**src/rtl/truth_sweep_pkg.sv**
```systemverilog
// Shared types and row-to-bit mapping for the truth-table sweeper.
package truth_sweep_pkg;

    typedef enum logic [1:0] {
        IDLE,
        SETTLE,
        SAMPLE,
        DONE
    } sweep_state_t;

    localparam int unsigned ROWS = 8;

    // Wolfram coding: row r = {in1,in2,in3} lands in bit 7-r.
    function automatic logic [2:0] tt_bit(input logic [2:0] row);
        return 3'(ROWS - 1) - row;
    endfunction

endpackage

```
**src/rtl/bit_sync2.sv**
```systemverilog
// Two-flop synchroniser bringing an asynchronous level into the clk domain.
module bit_sync2 (
    input  logic clk,
    input  logic rst_n,
    input  logic d,
    output logic q
);

    logic meta;

    // Two-stage capture; both stages reset to 0.
    always_ff @(posedge clk or negedge rst_n) begin
        if (!rst_n) begin
            meta <= 1'b0;
            q    <= 1'b0;
        end else begin
            meta <= d;
            q    <= meta;
        end
    end

endmodule

```
**src/rtl/truth_table_sweeper.sv**
```systemverilog
// Drives all 8 input rows of a 3-input function, samples its output per row,
// and reports the captured Wolfram code against an expected code.
module truth_table_sweeper
    import truth_sweep_pkg::*;
#(
    parameter int unsigned SETTLE_CYCLES = 8,
    parameter int unsigned SAMPLE_CYCLES = 2
) (
    input  logic       clk,
    input  logic       rst_n,
    input  logic       start,
    input  logic       abort,
    input  logic [7:0] expected,
    output logic       in1,
    output logic       in2,
    output logic       in3,
    input  logic       dut_out,
    output logic       busy,
    output logic       done,
    output logic       aborted,
    output logic [7:0] measured,
    output logic [7:0] mismatch_mask,
    output logic [7:0] unstable,
    output logic       match
);

    localparam logic [7:0] SETTLE_LAST = 8'(SETTLE_CYCLES - 1);
    localparam logic [7:0] SAMPLE_LAST = 8'(SAMPLE_CYCLES - 1);
    localparam logic [2:0] LAST_ROW    = 3'(ROWS - 1);

    sweep_state_t state_q, state_d;

    logic [2:0] row_q;
    logic [7:0] cnt_q;
    logic [7:0] expected_q;
    logic       sync_out;

    // Control strobes from the FSM to the datapath.
    logic       load;
    logic       take_abort;
    logic       finish;
    logic       adv_row;
    logic       cnt_clr;
    logic       cnt_inc;
    logic       sample_en;
    logic       drive;

    logic [7:0] measured_d;
    logic [7:0] unstable_d;

    bit_sync2 u_sync (
        .clk   (clk),
        .rst_n (rst_n),
        .d     (dut_out),
        .q     (sync_out)
    );

    // State register.
    always_ff @(posedge clk or negedge rst_n) begin
        if (!rst_n) state_q <= IDLE;
        else        state_q <= state_d;
    end

    // Next-state and control strobes; abort outranks the count-driven moves.
    always_comb begin
        state_d    = state_q;
        load       = 1'b0;
        take_abort = 1'b0;
        finish     = 1'b0;
        adv_row    = 1'b0;
        cnt_clr    = 1'b0;
        cnt_inc    = 1'b0;
        sample_en  = 1'b0;
        drive      = 1'b0;
        unique case (state_q)
            IDLE: begin
                if (start) begin
                    load    = 1'b1;
                    state_d = SETTLE;
                end
            end
            SETTLE: begin
                drive = 1'b1;
                if (abort) begin
                    take_abort = 1'b1;
                    state_d    = IDLE;
                end else if (cnt_q == SETTLE_LAST) begin
                    cnt_clr = 1'b1;
                    state_d = SAMPLE;
                end else begin
                    cnt_inc = 1'b1;
                end
            end
            SAMPLE: begin
                drive = 1'b1;
                if (abort) begin
                    take_abort = 1'b1;
                    state_d    = IDLE;
                end else begin
                    sample_en = 1'b1;
                    if (cnt_q == SAMPLE_LAST) begin
                        if (row_q == LAST_ROW) begin
                            finish  = 1'b1;
                            state_d = DONE;
                        end else begin
                            adv_row = 1'b1;
                            cnt_clr = 1'b1;
                            state_d = SETTLE;
                        end
                    end else begin
                        cnt_inc = 1'b1;
                    end
                end
            end
            DONE: begin
                state_d = IDLE;
            end
            default: begin
                state_d = IDLE;
            end
        endcase
    end

    // Result capture: first sample sets the row bit, later disagreeing samples flag it unstable.
    always_comb begin
        measured_d = measured;
        unstable_d = unstable;
        if (load) begin
            measured_d = '0;
            unstable_d = '0;
        end else if (sample_en) begin
            if (cnt_q == '0) begin
                measured_d[tt_bit(row_q)] = sync_out;
            end else if (sync_out != measured[tt_bit(row_q)]) begin
                unstable_d[tt_bit(row_q)] = 1'b1;
            end
        end
    end

    // Datapath registers; comparison uses the same-edge capture so results are valid in DONE.
    always_ff @(posedge clk or negedge rst_n) begin
        if (!rst_n) begin
            row_q         <= '0;
            cnt_q         <= '0;
            expected_q    <= '0;
            measured      <= '0;
            unstable      <= '0;
            mismatch_mask <= '0;
            match         <= 1'b0;
            done          <= 1'b0;
            aborted       <= 1'b0;
        end else begin
            measured <= measured_d;
            unstable <= unstable_d;
            done     <= finish;
            aborted  <= take_abort;

            if (load) begin
                expected_q    <= expected;
                row_q         <= '0;
                cnt_q         <= '0;
                mismatch_mask <= '0;
                match         <= 1'b0;
            end else begin
                if (adv_row) row_q <= row_q + 3'd1;
                if (cnt_clr) begin
                    cnt_q <= '0;
                end else if (cnt_inc && (cnt_q != 8'hFF)) begin
                    cnt_q <= cnt_q + 8'd1;
                end
                if (finish) begin
                    mismatch_mask <= measured_d ^ expected_q;
                    match         <= (measured_d == expected_q) && (unstable_d == '0);
                end
            end
        end
    end

    // Row drive and status decode.
    always_comb begin
        {in1, in2, in3} = drive ? row_q : 3'b000;
        busy            = (state_q != IDLE);
    end

endmodule

```
**config.mk**
```make
export PLATFORM = sky130hd
export DESIGN_NAME = truth_table_sweeper
export DESIGN_NICKNAME = d
export VERILOG_FILES = /design/src/rtl/truth_sweep_pkg.sv /design/src/rtl/bit_sync2.sv /design/src/rtl/truth_table_sweeper.sv
export SDC_FILE = /design/constraint.sdc
export NUM_CORES = 1
export LEC_CHECK = 0
export ABC_CLOCK_PERIOD_IN_PS = 4150
export CAP_MARGIN = 20
export CELL_PAD_IN_SITES_DETAIL_PLACEMENT = 1
export CELL_PAD_IN_SITES_GLOBAL_PLACEMENT = 1
export CORE_UTILIZATION = 41
export DETAILED_ROUTE_END_ITERATION = 8
export PLACE_DENSITY_LB_ADDON = 0.1
export SLEW_MARGIN = 0
export SYNTH_ARGS = -nofsm -noshare
export SYNTH_HDL_FRONTEND = slang
export SYNTH_HIERARCHICAL = 1
export SYNTH_SLANG_ARGS = --single-unit
export TNS_END_PERCENT = 100
```
**constraint.sdc**
```tcl
create_clock -name clk -period 4.15 [get_ports clk]
set_input_delay 0.83 -clock clk [delete_from_list [all_inputs] [get_ports clk]]
set_output_delay 0.83 -clock clk [all_outputs]
set_load 0.01 [all_outputs]
```
### After elaboration in Yosys (flattened, before gate mapping)

Cells that the tools add are included.

| operators by class | value |
|---|---|
| eq/ne operators | 12 |
| multiplexer cells | 52 |
| $add $sub $neg | 3 |
| reductions and logical operators | 12 |
| magnitude comparators | 2 |
| bitwise logic cells | 2 |

Operators with widths:

| kind | count |
|---|---|
| 8-bit two-way mux | 12 |
| 1-bit two-way mux | 25 |
| 8-bit logical NOT | 2 |
| 2-bit two-way mux | 6 |
| 3-bit two-way mux | 3 |
| 8-bit by 1-bit adder with 8-bit output, second input constant | 1 |
| 8-bit bitwise mux | 1 |
| 8-bit by 1-bit equality test with 1-bit output, second input constant | 1 |
| 8-bit by 3-bit equality test with 1-bit output, second input constant | 1 |
| 8-bit equality test | 1 |
| 8-bit != test, second input constant | 1 |
| 8-bit OR | 1 |
| 2-bit case mux with 4 select lines | 1 |
| 8-bit bitwise XOR | 1 |
| 3-bit != test, second input constant | 2 |
| 2-bit nonzero test | 3 |
| 2-bit equality test, second input constant | 2 |
| 3-bit by 4-bit less-than comparator with 1-bit output, second input constant | 1 |
| 1-bit case mux with 2 select lines | 2 |
| 3-bit by 1-bit adder with 3-bit output, second input constant | 1 |
| 1-bit binary-select mux with 3-bit select | 1 |
| 1-bit demux with 3-bit select | 1 |
| 3-bit equality test, second input constant | 1 |
| 3-bit by 1-bit >= comparator with 1-bit output, second input constant | 1 |
| 9 further kinds | 11 |

| storage, ports and cells | value |
|---|---|
| register bits | 50 |
| output and inout bits | 31 |
| logic and storage cells | 95 |

### Logic depth before layout (Yosys ltp)

| logic depth | value |
|---|---|
| depth after elaboration | 14 |
| gate-level depth with buffers | 9 |
| mapped depth without buffers | 9 |

### Cells and area by module

Netlist, hierarchy kept.

Modules (own cells, without submodules):

| module | times used | seq. area each (µm²) | area each (µm²) | cells an instance |
|---|---|---|---|---|
| truth_table_sweeper | 1 | 1201.2 | 2546.2 | 267 |
| bit_sync2 | 1 | 50.0 | 50.0 | 2 |

### Worst setup path after synthesis

Ideal clock, no wire load.

| timing path | value |
|---|---|
| kind | reg-to-reg |
| from | register cnt_q[3] |
| to | register match |
| required time | 4.074 ns |
| setup time | 0.076 ns |
| slack | 1.348 ns |
| arrival time | 2.726 ns |
| cell stages (with the launch flop) | 10 |
| path through | dfrtp_1 > buf_6 > or3_1 > buf_2 > or4_4 > nor3_4 > nand4_1 > or4b_1 > or4_1 > o21ai_1 |

| on the way | value |
|---|---|
| cells in the longest elaborated chain, start to end | 8 |

RTL lines:

| what | RTL line | RTL |
|---|---|---|
| start, declared | truth_table_sweeper.sv:34 | `logic [7:0] cnt_q;` |
| start signal, assigned | truth_table_sweeper.sv:169 | `cnt_q <= cnt_q + 8'd1;` |
| 8-bit logical NOT | truth_table_sweeper.sv:132 | `if (cnt_q == '0) begin` |
| 8-bit two-way mux | truth_table_sweeper.sv:132 |  |
| 8-bit two-way mux | truth_table_sweeper.sv:131 | `end else if (sample_en) begin` |
| 8-bit two-way mux | truth_table_sweeper.sv:128 | `if (load) begin` |
| 8-bit equality test or 8-bit logical NOT (tied branches) | truth_table_sweeper.sv:173 | `match <= (measured_d == expected_q) && (unstable_d == '0);` |
| 1-bit logical AND | truth_table_sweeper.sv:173 |  |
| 1-bit two-way mux | truth_table_sweeper.sv:171 | `if (finish) begin` |
| 1-bit two-way mux | truth_table_sweeper.sv:158 | `if (load) begin` |
| end signal, assigned | truth_table_sweeper.sv:173 |  |
| end, declared | truth_table_sweeper.sv:24 | `output logic match` |

Parallel ways exist; a longest one is shown, timed or not. The select of a mux whose other input is x is not followed.
A chain may end at the register's enable or synchronous reset.

### Worst setup path after layout

| timing path | value |
|---|---|
| from | input port abort |
| to | register match |

| on the way | value |
|---|---|
| cells in the longest elaborated chain, start to end | 8 |

RTL lines:

| what | RTL line | RTL |
|---|---|---|
| start, declared | truth_table_sweeper.sv:12 | `input logic abort,` |
| 1-bit two-way mux | truth_table_sweeper.sv:96 | `if (abort) begin` |
| 1-bit two-way mux | truth_table_sweeper.sv:75 | `unique case (state_q)` |
| 8-bit two-way mux | truth_table_sweeper.sv:131 |  |
| 8-bit two-way mux | truth_table_sweeper.sv:128 |  |
| 8-bit equality test or 8-bit logical NOT (tied branches) | truth_table_sweeper.sv:173 |  |
| 1-bit logical AND | truth_table_sweeper.sv:173 |  |
| 1-bit two-way mux | truth_table_sweeper.sv:171 |  |
| 1-bit two-way mux | truth_table_sweeper.sv:158 |  |

Parallel ways exist; a longest one is shown, timed or not. The select of a mux whose other input is x is not followed.

==> impl_metrics.csv <==
group,metric,value,unit
power,p_switching,0.5303,mW
die,die_area,0.006654,mm²
sta,hold_ws,0.3699,ns
yosys,synthCells,269,
yosys,syn_area,0.002596,mm²
hold_path,hp-class,"reg -> reg",
outcome,outcome,"finished clean",
die,die_h,81.58,µm
yosys,seq_area_frac_synth,0.4819,
critical_path,cp-end-kind,"flop",
yosys,synth_top_flop_cell,"dfrtp_1",
sta,tns,0,ns
yosys,synth_area_leaders,"dfrtp_1 (48%), nor2_1 (5.1%), nand2_1 (4.9%)",
layout,n_fill_cell,677,
global_routing,grt_max_degree,27,
place,place_ws,0.6902,ns
route,wirelength,6.720,mm
layout,final_util,0.5276,
route,dr.first_iter.drc_count,95,
die,io_pins,44,
power,comb_power_share,0.350,
clock_tree,insertion_delay,0.31,ns
place,gp_routability_congestion,0.7609,
job,cap_violations,0,
critical_path,cp-start-kind,"primary input",
global_routing,grt_use_total,0.2301,
layout,nNetsFinal,331,
power,p_int,0.8611,mW
power,vdd_drop_max,0.0002563,V
clock_tree,cts_root_buffer,"clkbuf_8",
sta,grt_setup_unrepaired,"no",
sta,worst-slew-pin-transition,0.7138,ns
clock_tree,cts_tree,"yes",
yosys,synth_top_area_share,0.4819,
clock_tree,clock-sinks,50,
global_routing,grt_overflow,0,
die,coreArea,0.006026,mm²
route,vias,2110,
yosys,synth_nets,291,
critical_path,worstPathArrival,3.46,ns
yosys,synthArstFlopShare,1.000,
route,firstDrtPassIters,4,
sta,period_minus_slack,3.217,ns
yosys,yosysTopAreaCell,"dfrtp_1",
sta,finClkSkew,0.004754,ns
clock_tree,cts.clk_slew.worst_paths,0.09,ns
route,ant_nets,0,
clock_tree,postCtsSetupBuffers,0,
clock_tree,htree_num_levels,2,
yosys,ys_ff_latch,50,
clock_tree,cts-hold-fix-buffers,0,
place,portBuffers,43,
die,start_util,0.4309,
clock_tree,cts_buffers,5,
yosys,yosysUniqueCellTypes,46,
power,switching_share,0.3811,
sta,fmax,310.9,MHz
place,place_inst,377,
power,pwr_density_cell,437.6,mW/mm²
global_routing,grt_pass1_wl,11.38,mm
power,seq_power_share,0.442,
critical_path,required,4.39,ns
layout,drive_gt1_frac,0.06774,
global_routing,antenna_found_initial,0,
sta,finalCritPeriodShare,0.7751,
sta,worst_slack,0.9331,ns
route,drc,0,
place,dp_hpwl,5.022,mm
die,chipWidth,81.58,µm
route,wire_per_inst,17.45,µm
yosys,synth-edff-count,0,
die,rows,28,
yosys,synth.most_common_cell,"dfrtp_1",
clock_tree,cts.repair.resized,0,
global_routing,grt_pass1_vias,2246,
layout,area_delta_synth_final,22.46,%
sta,setup_violations,0,
layout,antenna_cells,0,
power,p_clk_frac,0.208,
power,power.static_leakage,1.442,nW
sta,slew_headroom,0.5204,
clock_tree,cts_buffer_depth,2,
layout,stdcell_count,385,
critical_path,path_class,"in -> reg",
yosys,synth.top_cells.by_count,"dfrtp_1 (50), nor2_1 (35), nand2_1 (34)",
route,viasPerCell,5.481,
critical_path,crit_fanout,8,
sta,hold_violations,0,
yosys,syn_area_per_cell,9.651,µm²
sta,slew_violations,0,
yosys,ys_warn_count,6,
## power by group through the flow
stage | logic [mW] | clock network [mW] | registers, mW
2_1_floorplan | 0.334 | 0 | 0.605
3_3_place_gp | 0.474 | 0 | 0.621
3_5_place_dp | 0.486 | 0 | 0.626
4_1_cts | 0.494 | 0.299 | 0.616
5_1_grt | 0.557 | 0.313 | 0.626
6_report | 0.487 | 0.290 | 0.615
## layout make-up
type	count	area, µm²	share of cell area
Clock buffer	6	72.57	0.02283
Clock inverter	2	13.76	0.004329
Inverter	11	41.29	0.01299
Multi-Input combinational cell	195	1246	0.3920
Sequential cell	50	1251	0.3935
Tap cell	75	93.84	0.02952
Timing Repair Buffer	46	460.4	0.1448
## logic make-up (layout without fill, tap and decap cells)
kind of cell | Yosys count | count (layout) | synth area share
buffers and inverters | 24 | 65 | 0.03807
AO/OA/AOI/OAI | 37 | 37 | 0.08868
adder cells (fa/ha/maj) | 9 | 9 | 0.04337
flip-flops | 50 | 50 | 0.4819
multiplexers | 15 | 15 | 0.05976
XOR/XNOR | 17 | 17 | 0.05735
AND/OR/NAND/NOR | 117 | 117 | 0.2308
## critical path, cell delays in order
cell	delay, ns
clkdlybuf4s50_1	0.64
nand2b_1	0.32
a211oi_1	0.17
a31oi_1	0.27
nand4_1	0.10
or4b_1	0.53
or4_1	0.44
o21ai_1	0.16
## path summary, 6_finish.rpt
kind	depth (start not counted)	endpoint	slack (ns)	startpoint
worst max-delay path	8	match	0.93	abort
min in group asynchronous	1	row_q[0]	0.51	rst_n
worst min-delay path	0	u_sync/q	0.37	u_sync/meta
worst min register to register	0	u_sync/q	0.37	u_sync/meta
worst max register to register	8	match	1.06	cnt_q[3]
max in group asynchronous	2	measured[3]	3.09	rst_n
## layout by cell type, fill, tap and decap left out, types with 4 or more instances in the layout
cell	n
dfrtp_1	50
clkdlybuf4s50_1	42
nor2_1	35
nand2_1	34
inv_1	11
a21oi_1	11
nand4_1	11
mux2i_1	11
xor2_1	10
ha_1	9
xnor2_1	7
o21ai_0	6
a211oi_1	5
a31oi_1	5
clkbuf_8	5
and2_1	4
nor3_1	4
mux2_2	4
nand3_1	4
## metal layers
metal,vias up,global-route usage,wire length [µm]
li1,1006,-,-
met1,1059,0.3035,3096
met2,35,0.3858,3356
met3,10,0.04111,178
met4,0,0.06667,88
met5,-,0,0
## metrics by stage
step / power [mW] / area (µm²)
detailed placement: 1.113 / 3093
floorplan: 0.9389 / 2596
finish: 1.391 / 3179
global placement: 1.095 / 3073
CTS: 1.409 / 3179
global route: 1.496 / 3179
## registers in the layout, indices dropped and copies added (netlist names), 2 cells and up
| name | flops |
|---|---|
| expected_q | 8 |
| cnt_q | 8 |
| row_q | 3 |
| measured | 8 |
| state_q | 2 |
| mismatch_mask | 8 |
| unstable | 8 |
(Power assumes the default switching activity.)
